## config.mk

```make
export PLATFORM = sky130hd
export DESIGN_NAME = token_arbiter
export DESIGN_NICKNAME = d
export VERILOG_FILES = /design/src/rtl/token_arbiter_pkg.sv /design/src/rtl/token_arbiter_sat_counter.sv /design/src/rtl/token_arbiter.sv
export SDC_FILE = /design/constraint.sdc
export NUM_CORES = 1
export LEC_CHECK = 0
export BUFFER_PORTS_ARGS = -buffer_cell sky130_fd_sc_hd__buf_2
export CORE_MARGIN = 5
export CORE_UTILIZATION = 48
export CTS_BUF_LIST = sky130_fd_sc_hd__clkbuf_8
export CTS_CLUSTER_SIZE = 14
export DETAILED_ROUTE_END_ITERATION = 6
export GPL_ROUTABILITY_DRIVEN = 0
export GPL_TIMING_DRIVEN = 0
export PLACE_DENSITY_LB_ADDON = 0.15
export SETUP_SLACK_MARGIN = 0.1
export SLEW_MARGIN = 5
export SYNTH_ARGS = -nofsm -noshare
export SYNTH_HDL_FRONTEND = slang
export SYNTH_SLANG_ARGS = --single-unit
```

## constraint.sdc

```tcl
create_clock -name clk -period 1.66 [get_ports clk]
set_input_delay 0.332 -clock clk [delete_from_list [all_inputs] [get_ports clk]]
set_output_delay 0.332 -clock clk [all_outputs]
set_load 0.05 [all_outputs]
```

## src/rtl/token_arbiter_pkg.sv

```systemverilog
// Shared definitions for the two-source token arbiter: lock-state encoding
// and the default token delimiter.
package token_arbiter_pkg;

   // The encoding doubles as the owner output: {locked, src}.
   typedef enum logic [1:0] {
      IDLE  = 2'b00,
      LOCK0 = 2'b10,
      LOCK1 = 2'b11
   } state_t;

   localparam logic [7:0] SPACE_DEFAULT = 8'h20;

endpackage

```

## src/rtl/token_arbiter_sat_counter.sv

```systemverilog
// Saturating up-counter used to count completed tokens for one source.
module sat_counter #(
   parameter int CNT_W = 16
) (
   input  logic             clk,
   input  logic             reset,
   input  logic             inc,
   output logic [CNT_W-1:0] count
);

   // NOTE: sequential state is assigned with <= so every flop samples the pre-edge values.
   always_ff @(posedge clk or negedge reset) begin
      if (!reset) begin
         count <= '0;
      end else if (inc && (count != {CNT_W{1'b1}})) begin
         count <= count + 1'b1;
      end
   end

endmodule

```

## src/rtl/token_arbiter.sv

```systemverilog
// Shares one downstream keyword checker between two character streams,
// locking the output to a source for the whole of each token.
module token_arbiter
   import token_arbiter_pkg::*;
#(
   parameter int         CNT_W = 16,
   parameter logic [7:0] SPACE = SPACE_DEFAULT
) (
   input  logic             clk,
   input  logic             reset,
   input  logic             in0_valid,
   input  logic [7:0]       in0_char,
   output logic             in0_ready,
   input  logic             in1_valid,
   input  logic [7:0]       in1_char,
   output logic             in1_ready,
   output logic             out_valid,
   output logic [7:0]       out_char,
   output logic             out_src,
   input  logic             out_ready,
   output logic [CNT_W-1:0] tok_cnt0,
   output logic [CNT_W-1:0] tok_cnt1,
   output logic [1:0]       owner
);

   state_t     state, state_nxt;
   logic       rr, rr_nxt;
   logic [1:0] in_word;
   logic       sel, sel_en;
   logic       slot_free;
   logic       accept;
   logic [7:0] acc_char;
   logic       acc_space;
   logic       inc0, inc1;

   // NOTE: every always_comb output gets a default first so no path can infer a latch.
   always_comb begin
      sel    = 1'b0;
      sel_en = 1'b0;
      case (state)
         LOCK0: begin
            sel    = 1'b0;
            sel_en = 1'b1;
         end
         LOCK1: begin
            sel    = 1'b1;
            sel_en = 1'b1;
         end
         default: begin
            if (in0_valid && in1_valid) begin
               sel    = rr;
               sel_en = 1'b1;
            end else if (in1_valid) begin
               sel    = 1'b1;
               sel_en = 1'b1;
            end else if (in0_valid) begin
               sel    = 1'b0;
               sel_en = 1'b1;
            end
         end
      endcase
   end

   assign slot_free = !out_valid || out_ready;

   // Ready is gated by reset so neither source sees a grant while reset is held.
   assign in0_ready = reset && slot_free && sel_en && !sel;
   assign in1_ready = reset && slot_free && sel_en &&  sel;

   assign accept    = sel ? (in1_valid && in1_ready) : (in0_valid && in0_ready);
   assign acc_char  = sel ? in1_char : in0_char;
   assign acc_space = (acc_char == SPACE);

   always_comb begin
      state_nxt = state;
      rr_nxt    = rr;
      if (accept) begin
         if (acc_space) begin
            state_nxt = IDLE;
            rr_nxt    = !sel;
         end else begin
            state_nxt = sel ? LOCK1 : LOCK0;
         end
      end
   end

   always_ff @(posedge clk or negedge reset) begin
      if (!reset) begin
         state   <= IDLE;
         rr      <= 1'b0;
         in_word <= 2'b00;
      end else begin
         state <= state_nxt;
         rr    <= rr_nxt;
         if (accept) begin
            in_word[sel] <= !acc_space;
         end
      end
   end

   always_ff @(posedge clk or negedge reset) begin
      if (!reset) begin
         out_valid <= 1'b0;
         out_char  <= 8'h00;
         out_src   <= 1'b0;
      end else if (accept) begin
         out_valid <= 1'b1;
         out_char  <= acc_char;
         out_src   <= sel;
      end else if (out_ready) begin
         out_valid <= 1'b0;
      end
   end

   // A token completes on the first space after at least one non-space.
   assign inc0 = accept && !sel && acc_space && in_word[0];
   assign inc1 = accept &&  sel && acc_space && in_word[1];

   sat_counter #(.CNT_W(CNT_W)) u_cnt0 (
      .clk   (clk),
      .reset (reset),
      .inc   (inc0),
      .count (tok_cnt0)
   );

   sat_counter #(.CNT_W(CNT_W)) u_cnt1 (
      .clk   (clk),
      .reset (reset),
      .inc   (inc1),
      .count (tok_cnt1)
   );

   assign owner = state;

endmodule

```

==> flow_summary.toml <==
[yosys]
synth.cell_area_um2 = 2336
yosys-top-cells-count = "dfrtp_1, nand2_1, xnor2_1"
yosys.cell_types.count = 39
synth_top_flop_cell = "dfrtp_1"
synth-async-reset-ratio_pct = 100.0
synth_fp_nets = 247
ys_top_cells_by_area = "dfrtp_1, xnor2_1, mux2_2"
avgSynthCellArea_um2 = 10.43
yosysWarningCount = 0
synth.top_cell.area_share_pct = 50.35
yosysSeqAreaShare_pct = 50.35
ys_seq_elements = 47
synth_top_area_cell = "dfrtp_1"
syn-instance-count = 224
synth_edf_count = 0
yosysMostFrequentCell = "dfrtp_1"

[drt]
wl_um = 5835
routed_via_density = 5.247
final_antenna_net_count = 0
drt_iter0_drc = 79
wl_per_cell_um = 14.89
drtPass1Iterations = 6
drc = 0
via_count = 2057

[global_routing]
grt_max_degree = 28
grt_pass1_vias = 1999
gr-total-overflow = 0
antenna_found_initial = 0
grt_pass1_wl_um = 9556
grt_usage_pct = 18.90

[sta]
setup_tns_ns = -2.375
slew_headroom_pct = 38.48
fin_skew_ns = 0.007723
clock.fmax_mhz = 539.1
finalWorstSetupSlack_ns = -0.1951
finalHoldViolations = 0
layout_min_cycle_time_ns = 1.855
setup_viol = 28
tightest_slew_ns = 0.9228
rsz0062_at_grt = "yes"
slew_violations = 0
min_period_over_period_pct = 111.8

[clocking]
cts.clk_slew.worst_paths_ns = 0.09
cts_root_buf = "clkbuf_8"
cts_buffer_depth = 2
cts_sinks = 47
insertion_delay_ns = 0.29
cts_made_buffers = 5
htreeDepth = 2
cts_tree = "built"

[floorplan]
num_rows = 25
die_h_um = 79.76
start_util_pct = 49.46
ios = 67
die-area_um2 = 6362
die_x_um = 79.76
core-area_um2 = 4723

[power_and_ir_drop]
vdd_ir_drop_max_mv = 0.5831
p_leak_nw = 1.729
power_density_nw_per_um2 = 1019
power.total_mw = 3.515

[flow_run]
cap_viol_max_count = 0

[cells_and_area]
fillerInstances = 320
finalNetCount = 347
multi_input_area_um2 = 1411
area_growth_pct = 47.62
regArea_um2 = 1201
n_antenna_cell = 0
drive_gt1_share_pct = 54.46

[setup_path]
r2r_start = "rr"
cp.required_ns = 1.33
r2r_slack_ns = -0.18
r2r-end = "out_char[6]"
crit_arrival_ns = 1.52
endpoint_kind = "output port"
reg2regPathDepth = 7
cp-start-kind = "flop"
cp_max_fo = 3
path_class = "flop to output port"

[status]
status = "finished, violations left"
failed_checks = "negative setup slack"

[place]
post-place-ws_ns = -0.9291
io_buffers = 66
place_hpwl_um = 3747

[min_path]
holdPathStages = 4
whs_endpoint = "out_char[5]"
hold_path.class = "input pin to flop"
hold_start = "in0_char[5]"
## power breakdown
group          switching, mW  leakage (nW)  internal [mW]
Clock                  0.370        0.0505          0.284
Combinational          0.932          1.09          0.568
Sequential            0.0823         0.591           1.28
Total                   1.38          1.73           2.13
## registers in the layout, indices dropped and copies added (netlist names)
name,cells
u_cnt0.count,16
out_valid,1
owner,2
out_char,8
u_cnt1.count,16
in_word,2
rr,1
out_src,1
## critical path, stage by stage, from the launching register on
cell and delay (ns):
dfrtp_1 0.35, and2b_2 0.25, o21a_1 0.22, clkbuf_8 0.15
nor2_4 0.11, buf_8 0.15
## cells in the final DEF (no fill, tap or decap), types with 2 or more instances in the layout
cell type  instances
buf_8              2
o21ai_0            2
nand2_4            2
dfrtp_1           27
xnor2_1           20
nor2_1            11
and4_4             2
and4_2             2
nand2_1           39
nand2b_4           2
buf_4             17
inv_1              3
nand3_1           11
and3_2             3
clkbuf_8           6
xnor2_2            3
nor2_4             4
nand4_1           12
buf_12             2
nand3_4            3
buf_6             10
xor2_1             4
and3_1             3
buf_2             64
nor3_4             3
a21oi_1            2
mux2_4            13
dfrtp_2           20
## cell families after synthesis
family                   share of synthesized area (%)
AO/OA/AOI/OAI                                    4.768
XOR/XNOR                                         10.12
adder cells (fa/ha/maj)                          1.071
buffers and inverters                            1.500
flip-flops                                       50.35
multiplexers                                     7.606
AND/OR/NAND/NOR                                  24.58
## layer usage
layer | track usage (%) | up-vias | part of all wire [%]
met5 | 0 | - | 0
met3 | 3.612 | 2 | 5.2
met4 | 4.054 | 0 | 0.41
li1 | - | 986 | -
met1 | 26.07 | 1014 | 46
met2 | 31.05 | 55 | 48
## worst max-delay path by stage
stage / from / endpoint / slack, ns
final: rr / in1_ready / -0.20
after global routing: owner[1] / in1_ready / -0.24
after CTS: owner[1] / in1_ready / -0.16
after detailed placement: reset / u_cnt0.count[11] / -0.93
after global placement: reset / u_cnt0.count[13] / -0.90
after floorplan: u_cnt0.count[8] / u_cnt0.count[11] / -0.16
## per-stage QoR
stage	area, um^2	hold WS, ns	util (%)	std cells
6_report	3448	0.3740	73.01	392
5_1_grt	3448	0.3765	73.01	392
4_1_cts	3318	0.001386	70.25	386
3_5_place_dp	2890	0.4605	61.19	357
3_3_place_gp	2890	0.4568	61.19	357
2_1_floorplan	2476	0.03641	-	224
## what timing repair did
item                                    4_1_cts  5_1_grt
pin swaps                                    23        9
hold buffers                                  2        1
cloned                                        1        0
endpoints found under the setup margin       48       65
endpoints found under the hold margin        27        1
buffers inserted                             18        5
gates resized for setup                      38       18
## cell type report
class,instances,area share (%)
timing repair buffer,93,17.71
inverter,1,0.1089
buffer,5,1.633
clock buffer,5,1.996
tap,67,2.431
clock inverter,3,0.3628
multi-input combinational,171,40.93
sequential,47,34.83
Note: power is estimated with default switching activity, not from simulation.
